File: config.mk
export PLATFORM = sky130hd
export DESIGN_NAME = mul16_pp_sched
export DESIGN_NICKNAME = d
export VERILOG_FILES = /design/src/rtl/mul16_pp_sched.sv
export SDC_FILE = /design/constraint.sdc
export NUM_CORES = 1
export LEC_CHECK = 0
export BUFFER_PORTS_ARGS = -buffer_cell sky130_fd_sc_hd__buf_2
export CORE_UTILIZATION = 48
export CTS_CLUSTER_SIZE = 12
export DETAILED_ROUTE_END_ITERATION = 10
export PLACE_DENSITY_LB_ADDON = 0.1
export SKIP_LAST_GASP = 1
export SYNTH_ARGS = -nofsm -noshare
export SYNTH_HDL_FRONTEND = slang
export SYNTH_SLANG_ARGS = --single-unit
File: constraint.sdc
create_clock -name clk -period 4.6 [get_ports clk]
set_input_delay 0.23 -clock clk [delete_from_list [all_inputs] [get_ports clk]]
set_output_delay 0.23 -clock clk [all_outputs]
set_load 0.05 [all_outputs]
File: src/rtl/mul16_pp_sched.sv
// rtl/mul16_pp_sched.sv - two-requester scheduler/sequencer for the dual-lane 16x16 partial-product multiplier
// Optional signed correction is built when MUL_SCHED_SIGNED_EN is defined.
module mul16_pp_sched #(
  parameter int TIMEOUT = 16
) (
  input  logic        clk,
  input  logic        rst,
  input  logic        req0_valid,
  output logic        req0_ready,
  input  logic [31:0] req0_a,
  input  logic [31:0] req0_b,
  input  logic        req0_signed,
  input  logic        req1_valid,
  output logic        req1_ready,
  input  logic [31:0] req1_a,
  input  logic [31:0] req1_b,
  input  logic        req1_signed,
  output logic        resp_valid,
  input  logic        resp_ready,
  output logic        resp_id,
  output logic [31:0] resp_p0,
  output logic [31:0] resp_p1,
  output logic        resp_err,
  output logic        acc_start,
  input  logic        acc_done,
  input  logic [31:0] acc_p0,
  input  logic [31:0] acc_p1,
  output logic [7:0]  ma0,
  output logic [7:0]  mb0,
  output logic [7:0]  ma1,
  output logic [7:0]  mb1
);

  typedef enum logic [3:0] {
    S_IDLE, S_START, S_PP1, S_PP2, S_PP3, S_PP4, S_WAIT, S_RESP, S_DRAIN
  } state_t;

  localparam int CW = $clog2(TIMEOUT + 1);

  state_t        state_q, state_d;
  logic          last_q, last_d;
  logic [31:0]   a_q, a_d, b_q, b_d;
  logic          id_q, id_d;
  logic [CW-1:0] cnt_q, cnt_d;
  logic [31:0]   p0_q, p0_d, p1_q, p1_d;
  logic          err_q, err_d;
  logic          pick;
  logic [15:0]   oa0, ob0, oa1, ob1;
  logic [31:0]   cap0, cap1;

`ifdef MUL_SCHED_SIGNED_EN
  logic sgn_q, sgn_d;
  logic neg0, neg1;

  // Operand magnitudes to the multipliers and sign fix-up of the accumulated product
  always_comb begin
    oa0  = (sgn_q && a_q[15]) ? (16'd0 - a_q[15:0])  : a_q[15:0];
    ob0  = (sgn_q && b_q[15]) ? (16'd0 - b_q[15:0])  : b_q[15:0];
    oa1  = (sgn_q && a_q[31]) ? (16'd0 - a_q[31:16]) : a_q[31:16];
    ob1  = (sgn_q && b_q[31]) ? (16'd0 - b_q[31:16]) : b_q[31:16];
    neg0 = sgn_q & (a_q[15] ^ b_q[15]);
    neg1 = sgn_q & (a_q[31] ^ b_q[31]);
    cap0 = neg0 ? (32'd0 - acc_p0) : acc_p0;
    cap1 = neg1 ? (32'd0 - acc_p1) : acc_p1;
  end
`else
  logic unused_signed;
  assign unused_signed = req0_signed ^ req1_signed;

  // Unsigned build: operands and products pass straight through
  always_comb begin
    oa0  = a_q[15:0];
    ob0  = b_q[15:0];
    oa1  = a_q[31:16];
    ob1  = b_q[31:16];
    cap0 = acc_p0;
    cap1 = acc_p1;
  end
`endif

  // Round-robin: the requester not granted last wins a tie
  assign pick       = (req0_valid & req1_valid) ? ~last_q : req1_valid;
  assign req0_ready = (state_q == S_IDLE) & req0_valid & ~pick;
  assign req1_ready = (state_q == S_IDLE) & req1_valid & pick;

  assign acc_start  = state_q inside {S_START, S_PP1, S_PP2, S_PP3, S_PP4, S_WAIT};
  assign resp_valid = (state_q == S_RESP);
  assign resp_id    = id_q;
  assign resp_p0    = p0_q;
  assign resp_p1    = p1_q;
  assign resp_err   = err_q;

  // Byte operand selection per partial-product phase; zero outside PP1..PP4
  always_comb begin
    ma0 = 8'd0;
    mb0 = 8'd0;
    ma1 = 8'd0;
    mb1 = 8'd0;
    case (state_q)
      S_PP1: begin ma0 = oa0[7:0];  mb0 = ob0[7:0];  ma1 = oa1[7:0];  mb1 = ob1[7:0];  end
      S_PP2: begin ma0 = oa0[7:0];  mb0 = ob0[15:8]; ma1 = oa1[7:0];  mb1 = ob1[15:8]; end
      S_PP3: begin ma0 = oa0[15:8]; mb0 = ob0[7:0];  ma1 = oa1[15:8]; mb1 = ob1[7:0];  end
      S_PP4: begin ma0 = oa0[15:8]; mb0 = ob0[15:8]; ma1 = oa1[15:8]; mb1 = ob1[15:8]; end
      default: ;
    endcase
  end

  // Sequencer next-state: accept, walk the PP phases, wait for done/timeout, respond, drain
  always_comb begin
    state_d = state_q;
    last_d  = last_q;
    a_d     = a_q;
    b_d     = b_q;
    id_d    = id_q;
    cnt_d   = cnt_q;
    p0_d    = p0_q;
    p1_d    = p1_q;
    err_d   = err_q;
`ifdef MUL_SCHED_SIGNED_EN
    sgn_d   = sgn_q;
`endif
    case (state_q)
      S_IDLE: begin
        if (req0_valid | req1_valid) begin
          last_d  = pick;
          id_d    = pick;
          a_d     = pick ? req1_a : req0_a;
          b_d     = pick ? req1_b : req0_b;
`ifdef MUL_SCHED_SIGNED_EN
          sgn_d   = pick ? req1_signed : req0_signed;
`endif
          state_d = S_START;
        end
      end
      S_START: state_d = S_PP1;
      S_PP1:   state_d = S_PP2;
      S_PP2:   state_d = S_PP3;
      S_PP3:   state_d = S_PP4;
      S_PP4: begin
        cnt_d   = '0;
        state_d = S_WAIT;
      end
      S_WAIT: begin
        cnt_d = cnt_q + CW'(1);
        if (acc_done) begin
          p0_d    = cap0;
          p1_d    = cap1;
          err_d   = 1'b0;
          state_d = S_RESP;
        end else if (cnt_q == CW'(TIMEOUT - 1)) begin
          p0_d    = 32'd0;
          p1_d    = 32'd0;
          err_d   = 1'b1;
          state_d = S_RESP;
        end
      end
      S_RESP:  if (resp_ready) state_d = S_DRAIN;
      S_DRAIN: if (!acc_done)  state_d = S_IDLE;
      default: state_d = S_IDLE;
    endcase
  end

  // State and captured-operation registers; async reset clears everything
  always_ff @(posedge clk or posedge rst) begin
    if (rst) begin
      state_q <= S_IDLE;
      last_q  <= 1'b1;
      a_q     <= 32'd0;
      b_q     <= 32'd0;
      id_q    <= 1'b0;
      cnt_q   <= '0;
      p0_q    <= 32'd0;
      p1_q    <= 32'd0;
      err_q   <= 1'b0;
`ifdef MUL_SCHED_SIGNED_EN
      sgn_q   <= 1'b0;
`endif
    end else begin
      state_q <= state_d;
      last_q  <= last_d;
      a_q     <= a_d;
      b_q     <= b_d;
      id_q    <= id_d;
      cnt_q   <= cnt_d;
      p0_q    <= p0_d;
      p1_q    <= p1_d;
      err_q   <= err_d;
`ifdef MUL_SCHED_SIGNED_EN
      sgn_q   <= sgn_d;
`endif
    end
  end

endmodule

==> summary.md, run 1 <==
| Metric | Value |
|---|---|
| Core ar. | 13,500 sq um |
| Mapped cell area | 6700 sq um |
| RSZ-0062 raised after global routing | no |
| Hold Path Class | input port to asynchronous set/reset pin |
| Uppermost layer routed | met4 |
| Post-CTS Hold Fix Bufs | 0 |
| Ports | 302 |
| Clock Skew | 7.80 ps |
| Synth Warn # | 0 |
| Final Slew Violations | 0 |
| Initial Util | 49.8% |
| Worst Path Required | 4370 ps |
| Antenna violation net count after detailed routing | 0 |
| Leak | 4.13 nW |
| Max Clock Freq | 0.336 GHz |
| CTS root buf | clkbuf_16 |
| Rows | 42 |
| Full die area | 14,400 sq um |
| Async set or reset register ratio after synthesis | 100% |
| Post-synth EDFFs | 0 |
| Slew HR | 21.1% |
| Pin count of the biggest net entering global routing | 98 |
| Average wire per standard cell | 18.1 um |
| Synth-to-layout area growth | 31.2% |
| Met3 WL post-DR | 971 um |
| Critical Path End Type | output port |
| Final min period | 2970 ps |
| Reg2reg path depth | 4 |
| Maximum vdd ir drop | 0.555 mV |
| Num CTS Buffers | 17 |
| Commonest non-fill, non-tap cell in the layout | buf_2 |
| Share of layout cells above drive strength 1 | 52.1% |
| Sequential share of the synthesized area | 52.3% |
| Vias | 5,619 |
| Synth Flop Type | dfrtp_1 |
| Flop2flop setup slack | 1800 ps |
| Clock latency on the worst-skew pair | 410 ps |
| WS Path Type | register to output port |
| Gate Count Post-Synth | 516 |
| H-tree depth | 4 |
| GRT overflow | 0 |
| Setup WS post-layout | 1630 ps |
| Total of max-cap violations | 0 |
| Hold violation total from the final report | 5 |
| Worst EP arrival | 2740 ps |
| Clk buf depth | 2 |
| Unique masters post-synth | 45 |
| Cts repair resizes | 0 |
| Routability cong. | 0.771 |
| Reg-to-Reg Start | state_q[3] |
| CP Launch Type | register |
| Clock tree sinks | 140 |
| CTS tree | done |
| Crit-path max cell delay | 750 ps |
| Postcts setup bufs | 0 |
| Worst R2R End | a_q[12] |
| Antenna cells | 0 |
| Final net count | 983 |
| CP Max Fanout | 18 |
| Met1 Wirelength | 7400 um |
| Die width | 120 um |
| Post-synthesis area per instance | 13.0 sq um |
| Crit-path leading delay family | compound AO/OA/AOI/OAI gates |
| WHS | -16.0 ps |
| Syn nets | 718 |
| Slowest CP cell | dfrtp_1 |
| Failing checks | negative hold slack |
| Final setup fails | 0 |
| Worst path bufs/invs | 2 |
| Routed length on met2 | 8900 um |
| Port buffer count | 299 |
| DRC viols | 0 |
| Crit-path cells | nor2b_1 > buf_4 > o21a_1 > a22o_1 > buf_2 |
| PwrDens | 910 nW/um^2 |
| Dpl ws | 1780 ps |
| Tcrit/Tclk final | 64.6% |
| Detailed Routing Iterations Pass 1 | 4 |
| Setup TNS | 0 ps |
| GR Util All Layers | 24.6% |
| DR vias/cell | 5.79 |
| Initial antenna violation count | 0 |
| Worst Tran Pin Value | 1180 ps |
| First-pass GRT wire length | 27,700 um |
| Status | finished, violations left |
| Die Span Y | 120 um |
| CTS clk-pin slew, worst paths | 60 ps |
| Synth Register Bits | 140 |
| Vias in the first global route | 5,502 |
| Starting DRT DRC Count | 334 |
| Post-detail-place hpwl | 12,000 um |
| Commonest non-fill, non-tap cells in the layout | buf_2, dfrtp_1, a22o_1 |
| Routed WL | 17,600 um |
## where the power goes
part / total [mW] / switching, mW / internal (mW)
logic: 4.36 / 2.95 / 1.41
clock network: 1.41 / 0.520 / 0.887
registers: 2.24 / 0.445 / 1.80
total: 8.01 / 3.91 / 4.09
## worst max-delay path by stage
stage | from | to | slack (ps) | depth (start not counted)
2_1_floorplan | rst | a_q[0] | 620 | 1
3_3_place_gp | state_q[3] | a_q[20] | 1860 | 4
3_5_place_dp | state_q[3] | a_q[12] | 1780 | 4
4_1_cts | state_q[1] | mb1[6] | 1610 | 5
5_1_grt | state_q[1] | mb1[6] | 1450 | 5
6_report | state_q[1] | mb0[5] | 1630 | 5
## synth_stat cells (2+ instances only)
cell type / count / area share, %
dfrtp_1: 139 / 52
a22o_1: 83 / 11
o32ai_1: 64 / 8.4
a2bb2oi_2: 60 / 13
clkbuf_1: 30 / 1.7
nor2_1: 24 / 1.3
buf_2: 17 / 1.3
a22oi_1: 16 / 1.8
buf_1: 7 / 0.39
inv_1: 7 / 0.39
buf_8: 6 / 1.3
nand2_1: 6 / 0.34
o21ai_0: 5 / 0.37
a21oi_1: 4 / 0.30
a2bb2oi_1: 4 / 0.52
nand2b_1: 4 / 0.37
nor3_1: 4 / 0.30
nand3_1: 3 / 0.22
nor2b_1: 3 / 0.28
and3_1: 2 / 0.19
ha_1: 2 / 0.37
o211ai_1: 2 / 0.22
or3_1: 2 / 0.19
## metal layers
layer | vias up | GRT usage, %
met2 | 217 | 40.8
li1 | 2615 | -
met5 | - | 0
met3 | 21 | 5.14
met1 | 2766 | 31.7
met4 | 0 | 9.38
## worst reg2reg max path, delay by kind of cell, from the launching register on
| kind | cells | cell delay, ps |
|---|---|---|
| compound gates | 1 | 180 |
| buf+inv | 1 | 420 |
| flops | 1 | 730 |
| simple gates | 2 | 1400 |
## logic make-up after synthesis
kind of cell / synth area share, %
multiplexers: 0.168
buffers and inverters: 5.36
AND/OR/NAND/NOR: 4.85
adder cells (fa/ha/maj): 0.373
flip-flops: 52.3
AO/OA/AOI/OAI: 37.0
## cell type report
class                   instances  area [sq um]
flip-flops and latches        140          3500
clock inverters                12           164
clock buffers                  20           457
repair buffers                308          1560
multi-input cells             307          2860
fillers                      1060          4660
inverters                       7          31.3
well taps                     176           220
## through the flow
| stage | hold WS (ps) | cells | util (%) | instance area (sq um) | total power, mW |
|---|---|---|---|---|---|
| CTS | 16.0 | 970 | 65.4 | 8800 | 8.06 |
| global route | 21.5 | 970 | 65.4 | 8800 | 8.40 |
| detailed placement | 452 | 938 | 60.8 | 8180 | 6.63 |
| floorplan | 293 | 516 | - | 6700 | 5.68 |
| global placement | 451 | 938 | 60.8 | 8180 | 6.52 |
| finish | -16.0 | 970 | 65.4 | 8800 | 8.01 |
## flip-flops by register name, summed over array words and instances, names as in the netlist
register  cells
resp_p0      32
cnt_q         5
a_q          32
resp_err      1
state_q       4
last_q        1
b_q          32
resp_id       1
resp_p1      32
Note: power is estimated with default switching activity, not from simulation.
==> run 2, diff against run 1 <==
Clock period 4.6 ns to 3 ns, I/O delays scaled along.
==> summary.md, run 2 (synthesized netlist as in run 1, its figures left out) <==
| Metric | Value |
|---|---|
| Dpl ws | 550 ps |
| Tcrit/Tclk final | 91.0% |
| Worst EP arrival | 2580 ps |
| Antenna cells | 0 |
| RSZ-0062 raised after global routing | no |
| DR vias/cell | 5.74 |
| Leak | 4.44 nW |
| Vias | 5,986 |
| Final Slew Violations | 0 |
| Detailed Routing Iterations Pass 1 | 4 |
| P_sw | 6.09 mW |
| Antenna violation net count after detailed routing | 0 |
| Slew HR | 21.6% |
| Final setup fails | 0 |
| Setup TNS | 0 ps |
| CTS clk-pin slew, worst paths | 60 ps |
| Status | finished clean |
| Port buffer count | 299 |
| Starting DRT DRC Count | 362 |
| Share of layout cells above drive strength 1 | 48.6% |
| DRC viols | 0 |
| First-pass GRT wire length | 30,400 um |
| WHS | 23.6 ps |
| CTS root buf | clkbuf_16 |
| Rows | 42 |
| Core ar. | 13,500 sq um |
| Worst Tran Pin Value | 1180 ps |
| Commonest non-fill, non-tap cells in the layout | buf_2, dfrtp_1, a22o_1 |
| WS Path Type | register to output port |
| Initial antenna violation count | 0 |
| Switching share of power | 48.9% |
| Total power | 12.4 mW |
| Critical Path End Type | output port |
| Total of max-cap violations | 0 |
| Initial Util | 49.8% |
| Average wire per standard cell | 18.1 um |
| Full die area | 14,400 sq um |
| Clock Skew | 6.97 ps |
| Final net count | 1,055 |
| Clock network fraction of design power | 17.2% |
| Pin count of the biggest net entering global routing | 66 |
| Num CTS Buffers | 17 |
| GRT overflow | 0 |
| Ports | 302 |
| Clk buf depth | 2 |
| Int Pwr | 6.35 mW |
| PwrDens | 1300 nW/um^2 |
| Die width | 120 um |
| Hold violation total from the final report | 0 |
| Routability cong. | 0.787 |
| Routed WL | 18,900 um |
| Die Span Y | 120 um |
| H-tree depth | 4 |
| GR Util All Layers | 26.9% |
| Max Clock Freq | 0.366 GHz |
| Post-detail-place hpwl | 12,300 um |
| Setup WS post-layout | 270 ps |
| Final min period | 2730 ps |
| CP Launch Type | register |
| Commonest non-fill, non-tap cell in the layout | buf_2 |
| Hold Path Class | input port to register |
| Clock tree sinks | 140 |
| Logic pwr share | 55.2% |
| CP Max Fanout | 18 |
| Reg power frac | 27.6% |
| Vias in the first global route | 6,127 |
| CTS tree | done |
| Clock latency on the worst-skew pair | 410 ps |
| Synth-to-layout area growth | 42.3% |
| Maximum vdd ir drop | 0.635 mV |
| Worst Path Required | 2850 ps |
## run 2: changes by cell type in the layout (fill, tap and decap cells not counted)
cell           previous run  this run
dlygate4sd3_1             0        66
buf_12                    0         4
clkinvlp_4                1         5
clkinv_4                  6         3
buf_4                     9        11
clkinv_2                  1         3
clkbuf_1                  1         0
clkbuf_8                  2         1
inv_6                     2         1
## run 2: worst max-delay path, cell delays in order, from the launching register on
cell	delay, ps
dfrtp_1	730
nor2b_1	290
o211a_1	580
a22o_1	270
buf_2	280
## run 2: power groups by stage
stage	clock, mW	combinational [mW]	sequential, mW
global route	2.26	7.21	3.56
floorplan	0	4.03	4.67
detailed placement	0	6.78	3.43
finish	2.14	6.87	3.44
global placement	0	6.68	3.38
CTS	2.17	6.88	3.41
## run 2: final cells by class
cell class | instances | area [sq um]
flip-flops and latches | 140 | 3500
repair buffers | 380 | 2320
fillers | 970 | 3910
well taps | 176 | 220
clock inverters | 14 | 170
clock buffers | 18 | 439
inverters | 7 | 30.0
multi-input cells | 307 | 2860
## run 2: repair_timing
item / CTS / global route
endpoints found under the setup margin: 0 / 0
buffers inserted: 0 / 0
hold endpoints to repair: 101 / 0
hold buffers: 66 / 0
resized for setup: 0 / 0
## run 2: path summary, 6_finish.rpt
path                             start     endpoint  slack (ps)  cells after the start
min reg2reg                resp_p1[12]  resp_p1[12]         500                      1
min in group asynchronous          rst  resp_p0[18]         460                      3
min                         resp_ready   state_q[3]          20                      3
max                         state_q[1]       mb1[3]         270                      4
max reg2reg                   cnt_q[0]  resp_p0[16]         510                      6
max in group asynchronous          rst       last_q        1750                      4
## run 2: through the flow
step | utilization [%] | instances | area [sq um]
CTS | 70.9 | 1042 | 9540
detailed placement | 61.5 | 944 | 8270
finish | 70.9 | 1042 | 9540
global placement | 61.5 | 944 | 8270
floorplan | - | 516 | 6710
global route | 70.9 | 1042 | 9540
## run 2: layer usage
metal  GRT usage (%)  vias to the layer above  wire [um]
li1                -                     2755          -
met1            32.5                     2978       7750
met2            47.1                      221       9710
met3            5.33                       32       1010
met4            10.2                        0        400
met5               0                        -          0
